### config.mk
export PLATFORM = sky130hd
export DESIGN_NAME = dmem_access_ctrl
export DESIGN_NICKNAME = d
export VERILOG_FILES = /design/src/rtl/dmem_access_ctrl.sv
export SDC_FILE = /design/constraint.sdc
export NUM_CORES = 1
export LEC_CHECK = 0
export ABC_AREA = 1
export BUFFER_PORTS_ARGS = -buffer_cell sky130_fd_sc_hd__buf_2
export CORE_MARGIN = 5
export CORE_UTILIZATION = 53
export CTS_BUF_LIST = sky130_fd_sc_hd__clkbuf_4 sky130_fd_sc_hd__clkbuf_8
export CTS_CLUSTER_DIAMETER = 40
export DETAILED_ROUTE_END_ITERATION = 6
export PLACE_DENSITY_LB_ADDON = 0.2
export SYNTH_ARGS = -nofsm -noshare
export SYNTH_HDL_FRONTEND = slang
export SYNTH_SLANG_ARGS = --single-unit
### constraint.sdc
create_clock -name clk -period 10.45 [get_ports clk]
set_input_delay 2.09 -clock clk [delete_from_list [all_inputs] [get_ports clk]]
set_output_delay 2.09 -clock clk [all_outputs]
set_load 0.005 [all_outputs]
### src/rtl/dmem_access_ctrl.sv
// dmem_access_ctrl: M-stage memory access controller.
// It turns the M-stage load or store into a req/ack transaction on a shared,
// variable-latency 64-bit data memory port. It builds byte strobes and
// lane-aligned store data, and it sign- or zero-extends load data. It stalls
// the upstream pipeline and bubbles MW until the access completes, times out,
// or is rejected as misaligned.
//
// Ports:
//   clk, rst            clock, async active-high reset
//   MemRead_M/MemWrite_M M-stage load/store (both high -> store)
//   Funct3_M            size/sign: b,h,w,d,bu,hu,wu
//   ALUResult_M         effective byte address
//   WriteData_M         right-aligned store operand
//   dmem_req/we/addr/wstrb/wdata  registered request to memory
//   dmem_ack, dmem_rdata          memory response
//   ReadData_M          registered, extended load result
//   Stall_M, Flush_W    freeze F/D/E + EM, bubble MW
//   MisalignExc_M       combinational misalign flag (IDLE only)
//   BusErr_M            one-cycle pulse on timeout
module dmem_access_ctrl #(
  parameter int TIMEOUT = 16,
  parameter int CNT_W   = 5
) (
  input  logic        clk,
  input  logic        rst,
  input  logic        MemRead_M,
  input  logic        MemWrite_M,
  input  logic [2:0]  Funct3_M,
  input  logic [63:0] ALUResult_M,
  input  logic [63:0] WriteData_M,
  output logic        dmem_req,
  output logic        dmem_we,
  output logic [63:0] dmem_addr,
  output logic [7:0]  dmem_wstrb,
  output logic [63:0] dmem_wdata,
  input  logic        dmem_ack,
  input  logic [63:0] dmem_rdata,
  output logic [63:0] ReadData_M,
  output logic        Stall_M,
  output logic        Flush_W,
  output logic        MisalignExc_M,
  output logic        BusErr_M
);

  typedef enum logic [1:0] {IDLE, WAIT, DONE} state_t;

  state_t           state, state_nx;
  logic [CNT_W-1:0] cnt;
  logic [2:0]       f3_q, off_q;
  logic             ld_q;

  logic       access, is_store, misalign;
  logic [2:0] off;
  logic [7:0] strb;
  logic       stall, mis_exc, start, ack_hit, tmo;
  logic [63:0] lane, ext;

  // Request decode: the size comes from Funct3_M[1:0], and alignment is
  // judged against that size.
  always_comb begin
    off      = ALUResult_M[2:0];
    access   = MemRead_M | MemWrite_M;
    is_store = MemWrite_M;
    misalign = 1'b0;
    strb     = 8'hFF;
    case (Funct3_M[1:0])
      2'd0: begin misalign = 1'b0;       strb = 8'h01 << off; end
      2'd1: begin misalign = off[0];     strb = 8'h03 << off; end
      2'd2: begin misalign = |off[1:0];  strb = 8'h0F << off; end
      default: begin misalign = |off;    strb = 8'hFF;        end
    endcase
  end

  always_ff @(posedge clk or posedge rst) begin
    if (rst) state <= IDLE;
    else     state <= state_nx;
  end

  always_comb begin
    state_nx = state;
    stall    = 1'b0;
    mis_exc  = 1'b0;
    start    = 1'b0;
    ack_hit  = 1'b0;
    tmo      = 1'b0;
    case (state)
      IDLE: begin
        if (access) begin
          if (misalign) begin
            mis_exc = 1'b1;
          end else begin
            stall    = 1'b1;
            start    = 1'b1;
            state_nx = WAIT;
          end
        end
      end
      WAIT: begin
        stall = 1'b1;
        if (dmem_ack) begin
          ack_hit  = 1'b1;
          state_nx = DONE;
        end else if (cnt == CNT_W'(TIMEOUT - 1)) begin
          tmo      = 1'b1;
          state_nx = DONE;
        end
      end
      DONE:    state_nx = IDLE;
      default: state_nx = IDLE;
    endcase
  end

  assign Stall_M       = stall;
  assign Flush_W       = stall;
  assign MisalignExc_M = mis_exc;

  // Load extension uses the offset and size captured at request time, so it
  // does not depend on the inputs staying frozen.
  always_comb begin
    lane = dmem_rdata >> {off_q, 3'b000};
    case (f3_q)
      3'b000:  ext = {{56{lane[7]}},  lane[7:0]};
      3'b001:  ext = {{48{lane[15]}}, lane[15:0]};
      3'b010:  ext = {{32{lane[31]}}, lane[31:0]};
      3'b100:  ext = {56'd0, lane[7:0]};
      3'b101:  ext = {48'd0, lane[15:0]};
      3'b110:  ext = {32'd0, lane[31:0]};
      default: ext = lane;
    endcase
  end

  always_ff @(posedge clk or posedge rst) begin
    if (rst) begin
      dmem_req   <= 1'b0;
      dmem_we    <= 1'b0;
      dmem_addr  <= 64'd0;
      dmem_wstrb <= 8'd0;
      dmem_wdata <= 64'd0;
      ReadData_M <= 64'd0;
      BusErr_M   <= 1'b0;
      cnt        <= '0;
      f3_q       <= 3'd0;
      off_q      <= 3'd0;
      ld_q       <= 1'b0;
    end else begin
      BusErr_M <= 1'b0;
      if (start) begin
        dmem_req   <= 1'b1;
        dmem_we    <= is_store;
        dmem_addr  <= {ALUResult_M[63:3], 3'b000};
        dmem_wstrb <= is_store ? strb : 8'd0;
        dmem_wdata <= WriteData_M << {off, 3'b000};
        f3_q       <= Funct3_M;
        off_q      <= off;
        ld_q       <= ~is_store;
        cnt        <= '0;
      end else if (ack_hit) begin
        dmem_req <= 1'b0;
        if (ld_q) ReadData_M <= ext;
      end else if (tmo) begin
        dmem_req   <= 1'b0;
        ReadData_M <= 64'd0;
        BusErr_M   <= 1'b1;
      end else if (state == WAIT) begin
        cnt <= cnt + CNT_W'(1);
      end
    end
  end

endmodule

## Word level (Yosys, flattened, before mapping)

Cells that the tools add are included.

| word-level totals | value |
|---|---|
| logic and storage cells | 81 |
| register bits after elaboration | 214 |
| output and inout port bits | 206 |
| input bits | 200 |

| cells by class | value |
|---|---|
| $add $sub $neg | 1 |
| shift-type cells | 5 |
| mux-type cells | 34 |
| equal/unequal tests | 15 |
| reductions and logical operators | 11 |
| bitwise logic cells | 3 |

Operator list:

| kind | count |
|---|---|
| case mux 64 bit (6 select lines) | 1 |
| two-way mux 64 bit | 3 |
| left shift 64 x 6 -> 64 bit | 1 |
| >> shifter 64 x 6 -> 64 bit | 1 |
| case mux 8 bit (3 select lines) | 1 |
| two-way mux 5 bit | 4 |
| two-way mux 1 bit | 17 |
| inequality test 2 bit (second input constant) | 5 |
| equality test 3 bit (second input constant) | 3 |
| AND reduction 3 bit | 3 |
| two-way mux 2 bit | 4 |
| two-way mux 8 bit | 1 |
| left shift 1 x 3 -> 8 bit (first input constant) | 1 |
| left shift 2 x 3 -> 8 bit (first input constant) | 1 |
| left shift 4 x 3 -> 8 bit (first input constant) | 1 |
| adder 5 x 1 -> 5 bit (second input constant) | 1 |
| equality test 5 x 4 -> 1 bit (second input constant) | 1 |
| equality test 2 x 1 -> 1 bit (second input constant) | 2 |
| zero test 2 bit | 2 |
| case mux 2 bit (2 select lines) | 1 |
| nonzero test 2 bit | 2 |
| equality test 3 x 1 -> 1 bit (second input constant) | 1 |
| equality test 3 x 2 -> 1 bit (second input constant) | 1 |
| zero test 3 bit | 1 |
| other kinds (9) | 10 |

## Depth between registers and ports, before layout

Gate-level depths: netlist (run 1).

| logic depth | value |
|---|---|
| depth in word-level cells | 7 |
| mapped depth | 12 |

## Worst setup path after synthesis (run 1)

OpenSTA, ideal clock, no wires.

| timing | value |
|---|---|
| path type | input port to output port |
| start point | in Funct3_M[1] |
| end point | out Stall_M |
| setup slack | 5.130 ns |
| cell stages on the path | 10 |
| data required time | 8.360 ns |
| arrival time | 3.230 ns |
| buffers on the path | 3 |
| cell sequence | inv_1 > ha_1 > nand2_1 > inv_1 > o21ai_2 > nand3_4 > buf_4 > buf_2 > nand2_1 > buf_4 |

| between the ends | value |
|---|---|
| word-level cells in the longest chain between the ends | 5 |
| elaborated cells between the ends (all ways) | 7 |

RTL lines:

| what | RTL line | source |
|---|---|---|
| from (decl) | 28 | `input logic [2:0] Funct3_M,` |
| equality test 2 bit, or another cell as far along | 66 | `case (Funct3_M[1:0])` |
| case mux 1 bit (3 select lines) * | 66 |  |
| two-way mux 1 bit * | 89 | `if (misalign) begin` |
| two-way mux 1 bit * | 88 | `if (access) begin` |
| case mux 1 bit (2 select lines) * | 86 | `case (state)` |
| to (decl) | 39 | `output logic Stall_M,` |

Mark *: on every way between the ends. The rest lies on a longest branch, timed or not.

## Final worst setup path (run 1)

| timing | value |
|---|---|
| start point | in ALUResult_M[0] |
| end point | out Flush_W |

| between the ends | value |
|---|---|
| word-level cells in the longest chain between the ends | 5 |
| elaborated cells between the ends (all ways) | 6 |

RTL lines:

| what | RTL line | source |
|---|---|---|
| from (decl) | 29 | `input logic [63:0] ALUResult_M,` |
| OR reduction 3 bit or OR reduction 2 bit (tied branches) | 70, 69 |  |
| case mux 1 bit (3 select lines) * | 66 |  |
| two-way mux 1 bit * | 89 |  |
| two-way mux 1 bit * | 88 |  |
| case mux 1 bit (2 select lines) * | 86 |  |
| to (decl) | 40 | `output logic Flush_W,` |

Marked as above.

==> impl_metrics.env, run 1 <==
export IMPL_initial_core_util_pct=53.3
export IMPL_drt_total_wl_um=41200
export IMPL_clock_skew_ns=0.0262
export IMPL_ant_nets=0
export IMPL_crit_start="ALUResult_M[0]"
export IMPL_path_class="primary input to output port"
export IMPL_placed_cell_area_um2=13800
export IMPL_cts_root_buffer="clkbuf_8"
export IMPL_synth_edf_count=0
export IMPL_p_int_mw=2.23
export IMPL_tns_ns=0
export IMPL_path_max_fanout=71
export IMPL_die_area_um2=25700
export IMPL_cts_resized=0
export IMPL_ys_flop_type="dfrtp_1"
export IMPL_crit_required_ns=8.36
export IMPL_cts_buffers=38
export IMPL_max_freq_ghz=0.168
export IMPL_swShare_pct=42.5
export IMPL_die_h_um=160
export IMPL_dr_wl_met2_um=20000
export IMPL_syn_avg_cell_area_um2=7.12
export IMPL_p_leak_nw=8.39
export IMPL_slew_viol_final=0
export IMPL_min_period_over_period_pct=56.8
export IMPL_grt_pass1_vias=12100
export IMPL_powerDensity_nw_per_um2=265
export IMPL_ctsHoldBuffers=0
export IMPL_drive_gt1_share_pct=24.8
export IMPL_drc=0
export IMPL_ff2ff_path_depth=10
export IMPL_grt_usage_pct=30.8
export IMPL_outcome="complete, no violations"
export IMPL_routedWlPerCell_um=17.7
export IMPL_io_buffers=402
export IMPL_cts_htree_levels=2
export IMPL_cp_start_kind="primary input"
export IMPL_clk_latency_ns=0.54
export IMPL_wl_met1_um=15600
export IMPL_switchingPower_mw=1.65
export IMPL_synth_seq_area_share_pct=44.8
export IMPL_vias=12500
export IMPL_core_um2=22400
export IMPL_ys_seq_elements=214
export IMPL_post_cts_buffers=0
export IMPL_drt_pass1_iterations=6
export IMPL_wl_met3_um=3900
export IMPL_grt_pass1_wl_um=63900
export IMPL_grt_max_degree=135
export IMPL_dp_hpwl_um=30300
export IMPL_min_path_cells=2
export IMPL_vdd_ir_drop_max_uv=152
export IMPL_fin_nets=2221
export IMPL_hold_viol_final=0
export IMPL_grt_overflow=0
export IMPL_synth_cells=1680
export IMPL_max_cap_violations=0
export IMPL_cts_tree="yes"
export IMPL_holdCritPathClass="register to register"
export IMPL_critPathArrivalTime_ns=3.85
export IMPL_timing_rr_end="ReadData_M[32]"
export IMPL_tightestPinTransition_ns=1.13
export IMPL_rsz0062_at_grt="false"
export IMPL_reg2reg_setup_slack_ns=6.79
export IMPL_antenna_found_initial=4
export IMPL_yosysWarningCount=0
export IMPL_die_width_um=160
export IMPL_vias_per_cell=5.39
export IMPL_layout_min_cycle_time_ns=5.94
export IMPL_design_area_um2=14600
export IMPL_final_util_pct=65.2
export IMPL_min_delay_start="ReadData_M[51]"
export IMPL_setup_viol=0
export IMPL_p_seq_share_pct=34.9
export IMPL_async_flop_share_pct=100
export IMPL_clkPwrFrac_pct=21.4
export IMPL_areaGrowthSynthToFinish_pct=22.2
export IMPL_holdPathEnd="ReadData_M[51]"
export IMPL_place_gp_congestion=0.947
export IMPL_clk_pin_slew_ns=0.06
export IMPL_syn_area_um2=12000
export IMPL_yosysUniqueCellTypes=40
export IMPL_rows=55
export IMPL_highest_layer="met5"
export IMPL_clockBufferDepth=3
export IMPL_first_iter_violations=1279
export IMPL_reg2reg_from="off_q[1]"
export IMPL_slew_headroom_pct=24.3
export IMPL_critPathCaptureType="output port"
export IMPL_clkSinkCount=214
export IMPL_ios=406
export IMPL_combPwrFrac_pct=43.7
## metal layers
layer,vias up,track usage (%)
met2,601,53.0
met4,2,12.6
met3,88,8.23
met5,-,0
met1,5721,36.8
li1,6120,-
## final cells by class
class                   instances  area, um^2
fillers                      2108        7810
multi-input cells            1263        5670
flip-flops and latches        214        5360
repair buffers                413        2090
clock buffers                  52         684
well taps                     285         357
inverters                      85         329
clock inverters                11         128
diodes                          3        7.51
## worst max-delay path by stage
stage                    end  slack (ns)  cells past startpoint
floorplan           BusErr_M        2.51                      1
global placement     Flush_W        4.54                      8
detailed placement   Flush_W        4.52                      8
CTS                  Flush_W        4.51                      8
global route         Flush_W        4.35                      8
finish               Flush_W        4.51                      8
## worst max-delay path: stages
cell     delay (ns)
buf_2          0.08
buf_4          0.49
nor2_4         0.10
nand2_4        0.14
nand2_2        0.09
nand3_4        0.47
nand2_1        0.19
buf_2          0.18
## cells in the mapped netlist (2+ instances only)
library cell | instances | area share [%]
a21oi_1 | 60 | 2.5
a22o_1 | 16 | 1.2
a22oi_1 | 2 | 0.13
a2bb2oi_1 | 4 | 0.29
buf_1 | 8 | 0.25
buf_2 | 61 | 2.6
buf_4 | 6 | 0.38
buf_6 | 10 | 0.94
clkbuf_1 | 32 | 1.0
clkbuf_2 | 3 | 0.13
dfrtp_1 | 214 | 45
ha_1 | 6 | 0.63
inv_1 | 74 | 2.3
inv_2 | 9 | 0.28
nand2_1 | 714 | 22
nand2_2 | 3 | 0.16
nand3_1 | 126 | 5.3
nor2_1 | 58 | 1.8
nor2_4 | 3 | 0.28
nor3_1 | 5 | 0.21
o211ai_1 | 18 | 1.1
o21ai_0 | 176 | 7.4
o21ai_1 | 23 | 0.96
o221ai_1 | 9 | 0.66
o22ai_1 | 12 | 0.63
o31ai_1 | 8 | 0.50
or2_2 | 7 | 0.37
## power by group through the flow
stage / registers (mW) / clock network [mW] / logic, mW
floorplan: 1.35 / 0 / 1.05
global placement: 1.35 / 0 / 1.67
detailed placement: 1.35 / 0 / 1.70
CTS: 1.35 / 0.845 / 1.70
global route: 1.39 / 0.888 / 1.89
finish: 1.35 / 0.832 / 1.70
## through the flow
stage                     instances  setup WS [ns]  power [mW]  hold slack [ns]
after floorplan                1682           2.51        2.40            0.448
after global placement         2260           4.54        3.02            0.458
after detailed placement       2260           4.52        3.04            0.460
after CTS                      2323           4.51        3.89            0.477
after global routing           2326           4.35        4.16            0.493
final                          2326           4.51        3.88            0.475
## cells by family after synthesis
| kind of cell | after synthesis | share of synthesized area [%] |
|---|---|---|
| and+or+nand+nor | 920 | 30.9 |
| AOI/OAI and AO/OA | 333 | 15.7 |
| DFF | 214 | 44.8 |
| buffers and inverters | 205 | 7.94 |
| adders and majority gates | 6 | 0.627 |
| xor gates and xnor gates | 1 | 0.0732 |
| other | 1 | 0.0313 |
## registers in the layout (all words and copies together), names as in the netlist, 2 cells and up
signal	count
ReadData_M	64
dmem_wdata	64
dmem_addr	61
dmem_wstrb	8
cnt	5
f3_q	3
off_q	3
state	2
## cell usage in the layout, fill, tap and decap left out, drive strengths merged, types with 2 or more instances in the layout
| cell | Yosys | layout |
|---|---|---|
| clkinv | 1 | 6 |
| nor2 | 61 | 61 |
| a22oi | 2 | 2 |
| conb | 1 | 3 |
| buf | 85 | 413 |
| o21ai | 200 | 200 |
| a2bb2oi | 4 | 4 |
| o211ai | 18 | 18 |
| o22ai | 12 | 12 |
| clkbuf | 35 | 52 |
| a21oi | 61 | 61 |
| nor3 | 5 | 5 |
| or2 | 7 | 7 |
| dfrtp | 214 | 214 |
| bufinv | 0 | 2 |
| inv | 84 | 87 |
| nand3 | 128 | 128 |
| o221ai | 9 | 9 |
| diode | 0 | 3 |
| nand2 | 718 | 718 |
| o31ai | 8 | 8 |
| ha | 6 | 6 |
| a22o | 16 | 16 |
Power figures use the tool's default switching activity.
==> run 2: changes to the inputs <==
==> constraint.sdc (replaced) <==
create_clock -name clk -period 5.66 [get_ports clk]
set_input_delay 1.132 -clock clk [delete_from_list [all_inputs] [get_ports clk]]
set_output_delay 1.132 -clock clk [all_outputs]
set_load 0.005 [all_outputs]
==> run 2 against run 1 <==
Via count increased by 2.7%. Non-clock buffer count increased by 2. Total power grew 85%. Critical path type unchanged. Final cell count is essentially flat.
==> impl_metrics.env, run 2 (same netlist as run 1, synthesis figures left out) <==
export IMPL_cts_resized=0
export IMPL_grt_max_degree=97
export IMPL_cpMostUsedCell="buf_2"
export IMPL_clk_latency_ns=0.52
export IMPL_outcome="complete, no violations"
export IMPL_path_cells="buf_2 -> inv_2 -> nand2_4 -> nand2_2 -> nand3_4 -> nand2_1 -> buf_2"
export IMPL_initial_core_util_pct=53.3
export IMPL_placed_cell_area_um2=13800
export IMPL_cp_start_kind="primary input"
export IMPL_ios=406
export IMPL_tns_ns=0
export IMPL_core_um2=22400
export IMPL_powerDensity_nw_per_um2=491
export IMPL_vias_per_cell=5.53
export IMPL_die_h_um=160
export IMPL_rsz0062_at_grt="false"
export IMPL_slowest_delay_ns=0.44
export IMPL_final_common_cell="nand2_1"
export IMPL_cts_root_buffer="clkbuf_8"
export IMPL_rows=55
export IMPL_holdCritPathClass="register to register"
export IMPL_slew_headroom_pct=20.9
export IMPL_antenna_found_initial=3
export IMPL_clock_skew_ns=0.0171
export IMPL_fin_nets=2222
export IMPL_hold_viol_final=0
export IMPL_place_gp_congestion=0.947
export IMPL_slew_viol_final=0
export IMPL_crit_required_ns=4.53
export IMPL_drt_total_wl_um=42000
export IMPL_setup_viol=0
export IMPL_clockBufferDepth=3
export IMPL_max_cap_violations=0
export IMPL_vdd_ir_drop_max_uv=249
export IMPL_dp_hpwl_um=30900
export IMPL_slowest_stage="nand3_4"
export IMPL_tightestPinTransition_ns=1.18
export IMPL_routedWlPerCell_um=18.0
export IMPL_clk_pin_slew_ns=0.06
export IMPL_p_leak_nw=8.39
export IMPL_critPathArrivalTime_ns=2.86
export IMPL_final_cell_mix="nand2_1 (714), buf_2 (402), dfrtp_1 (214), o21ai_0 (176), nand3_1 (126)"
export IMPL_regArea_um2=5360
export IMPL_max_freq_ghz=0.251
export IMPL_vias=12900
export IMPL_multiInputGateArea_um2=5670
export IMPL_fillerInstances=2086
export IMPL_grt_overflow=0
export IMPL_drc=0
export IMPL_grt_pass1_vias=12600
export IMPL_post_cts_buffers=0
export IMPL_drive_gt1_share_pct=24.8
export IMPL_path_max_fanout=50
export IMPL_areaGrowthSynthToFinish_pct=22.3
export IMPL_final_util_pct=65.2
export IMPL_cts_htree_levels=2
export IMPL_reg_top3="ReadData_M: 64 flops, dmem_wdata: 64 flops, dmem_addr: 61 flops"
export IMPL_layout_min_cycle_time_ns=3.99
export IMPL_die_area_um2=25700
export IMPL_ant_nets=0
export IMPL_reg2reg_setup_slack_ns=2.45
export IMPL_design_area_um2=14600
export IMPL_io_buffers=402
export IMPL_critPathCaptureType="output port"
export IMPL_power_mw=7.19
export IMPL_cts_tree="yes"
export IMPL_clkSinkCount=214
export IMPL_min_period_over_period_pct=70.5
export IMPL_grt_pass1_wl_um=65800
export IMPL_first_iter_violations=1558
export IMPL_cts_buffers=37
export IMPL_ctsHoldBuffers=0
export IMPL_die_width_um=160
export IMPL_drt_pass1_iterations=6
export IMPL_grt_usage_pct=31.6
export IMPL_path_class="primary input to output port"
-- run 2: changes by cell type in the layout (fill, tap and decap cells not counted) --
cell        change
bufinv_16       +2
inv_6           -1
clkbuf_4        +7
buf_12          +2
inv_8           -2
clkbuf_8        -8
diode_2         -1
clkinv_2        -3
dfrtp_1         +1
dfrtp_2         -1
clkinvlp_4      +3
-- run 2: cell type report --
type                            count  area share (%)
Multi-Input combinational cell   1263            38.7
Timing Repair Buffer              415            14.6
Antenna cell                        2          0.0342
Tap cell                          285            2.44
Clock inverter                     10            1.15
Inverter                           85            2.22
Sequential cell                   214            36.6
Clock buffer                       51            4.28
-- run 2: worst max-delay path, delay by kind of cell --
| family | cells | cell delay (ns) |
|---|---|---|
| AND/OR/NAND/NOR | 4 | 0.91 |
| buffers and inverters | 3 | 0.79 |
-- run 2: final timing paths --
kind                                 from              to  cells past startpoint
max in group asynchronous             rst   ReadData_M[9]                      3
hold / removal              dmem_addr[39]   dmem_addr[39]                      2
setup / recovery           ALUResult_M[2]         Stall_M                      7
min in group asynchronous             rst  ReadData_M[38]                      2
setup reg to reg                 off_q[2]  ReadData_M[62]                      8
hold reg to reg             dmem_addr[39]   dmem_addr[39]                      2
-- run 2: routing by layer --
layer	global-route usage, %	wire length (um)	vias to the layer above
li1	-	-	6123
met1	38.7	15500	5871
met2	52.4	20200	734
met3	7.46	3990	138
met4	15.8	2220	2
met5	0	13	-
-- run 2: report_power, final --
part | internal, mW | switching, mW | total [mW]
clock | 0.903 | 0.636 | 1.54
sequential | 2.12 | 0.400 | 2.52
combinational | 1.12 | 2.02 | 3.13
-- run 2: metrics by stage --
step                      hold slack [ns]  setup slack, ns  std cells
after floorplan                     0.448             1.74       1682
after global placement              0.458             1.62       2262
after global routing                0.495             1.51       2325
after CTS                           0.478             1.68       2323
final                               0.471             1.67       2325
after detailed placement            0.460             1.62       2262
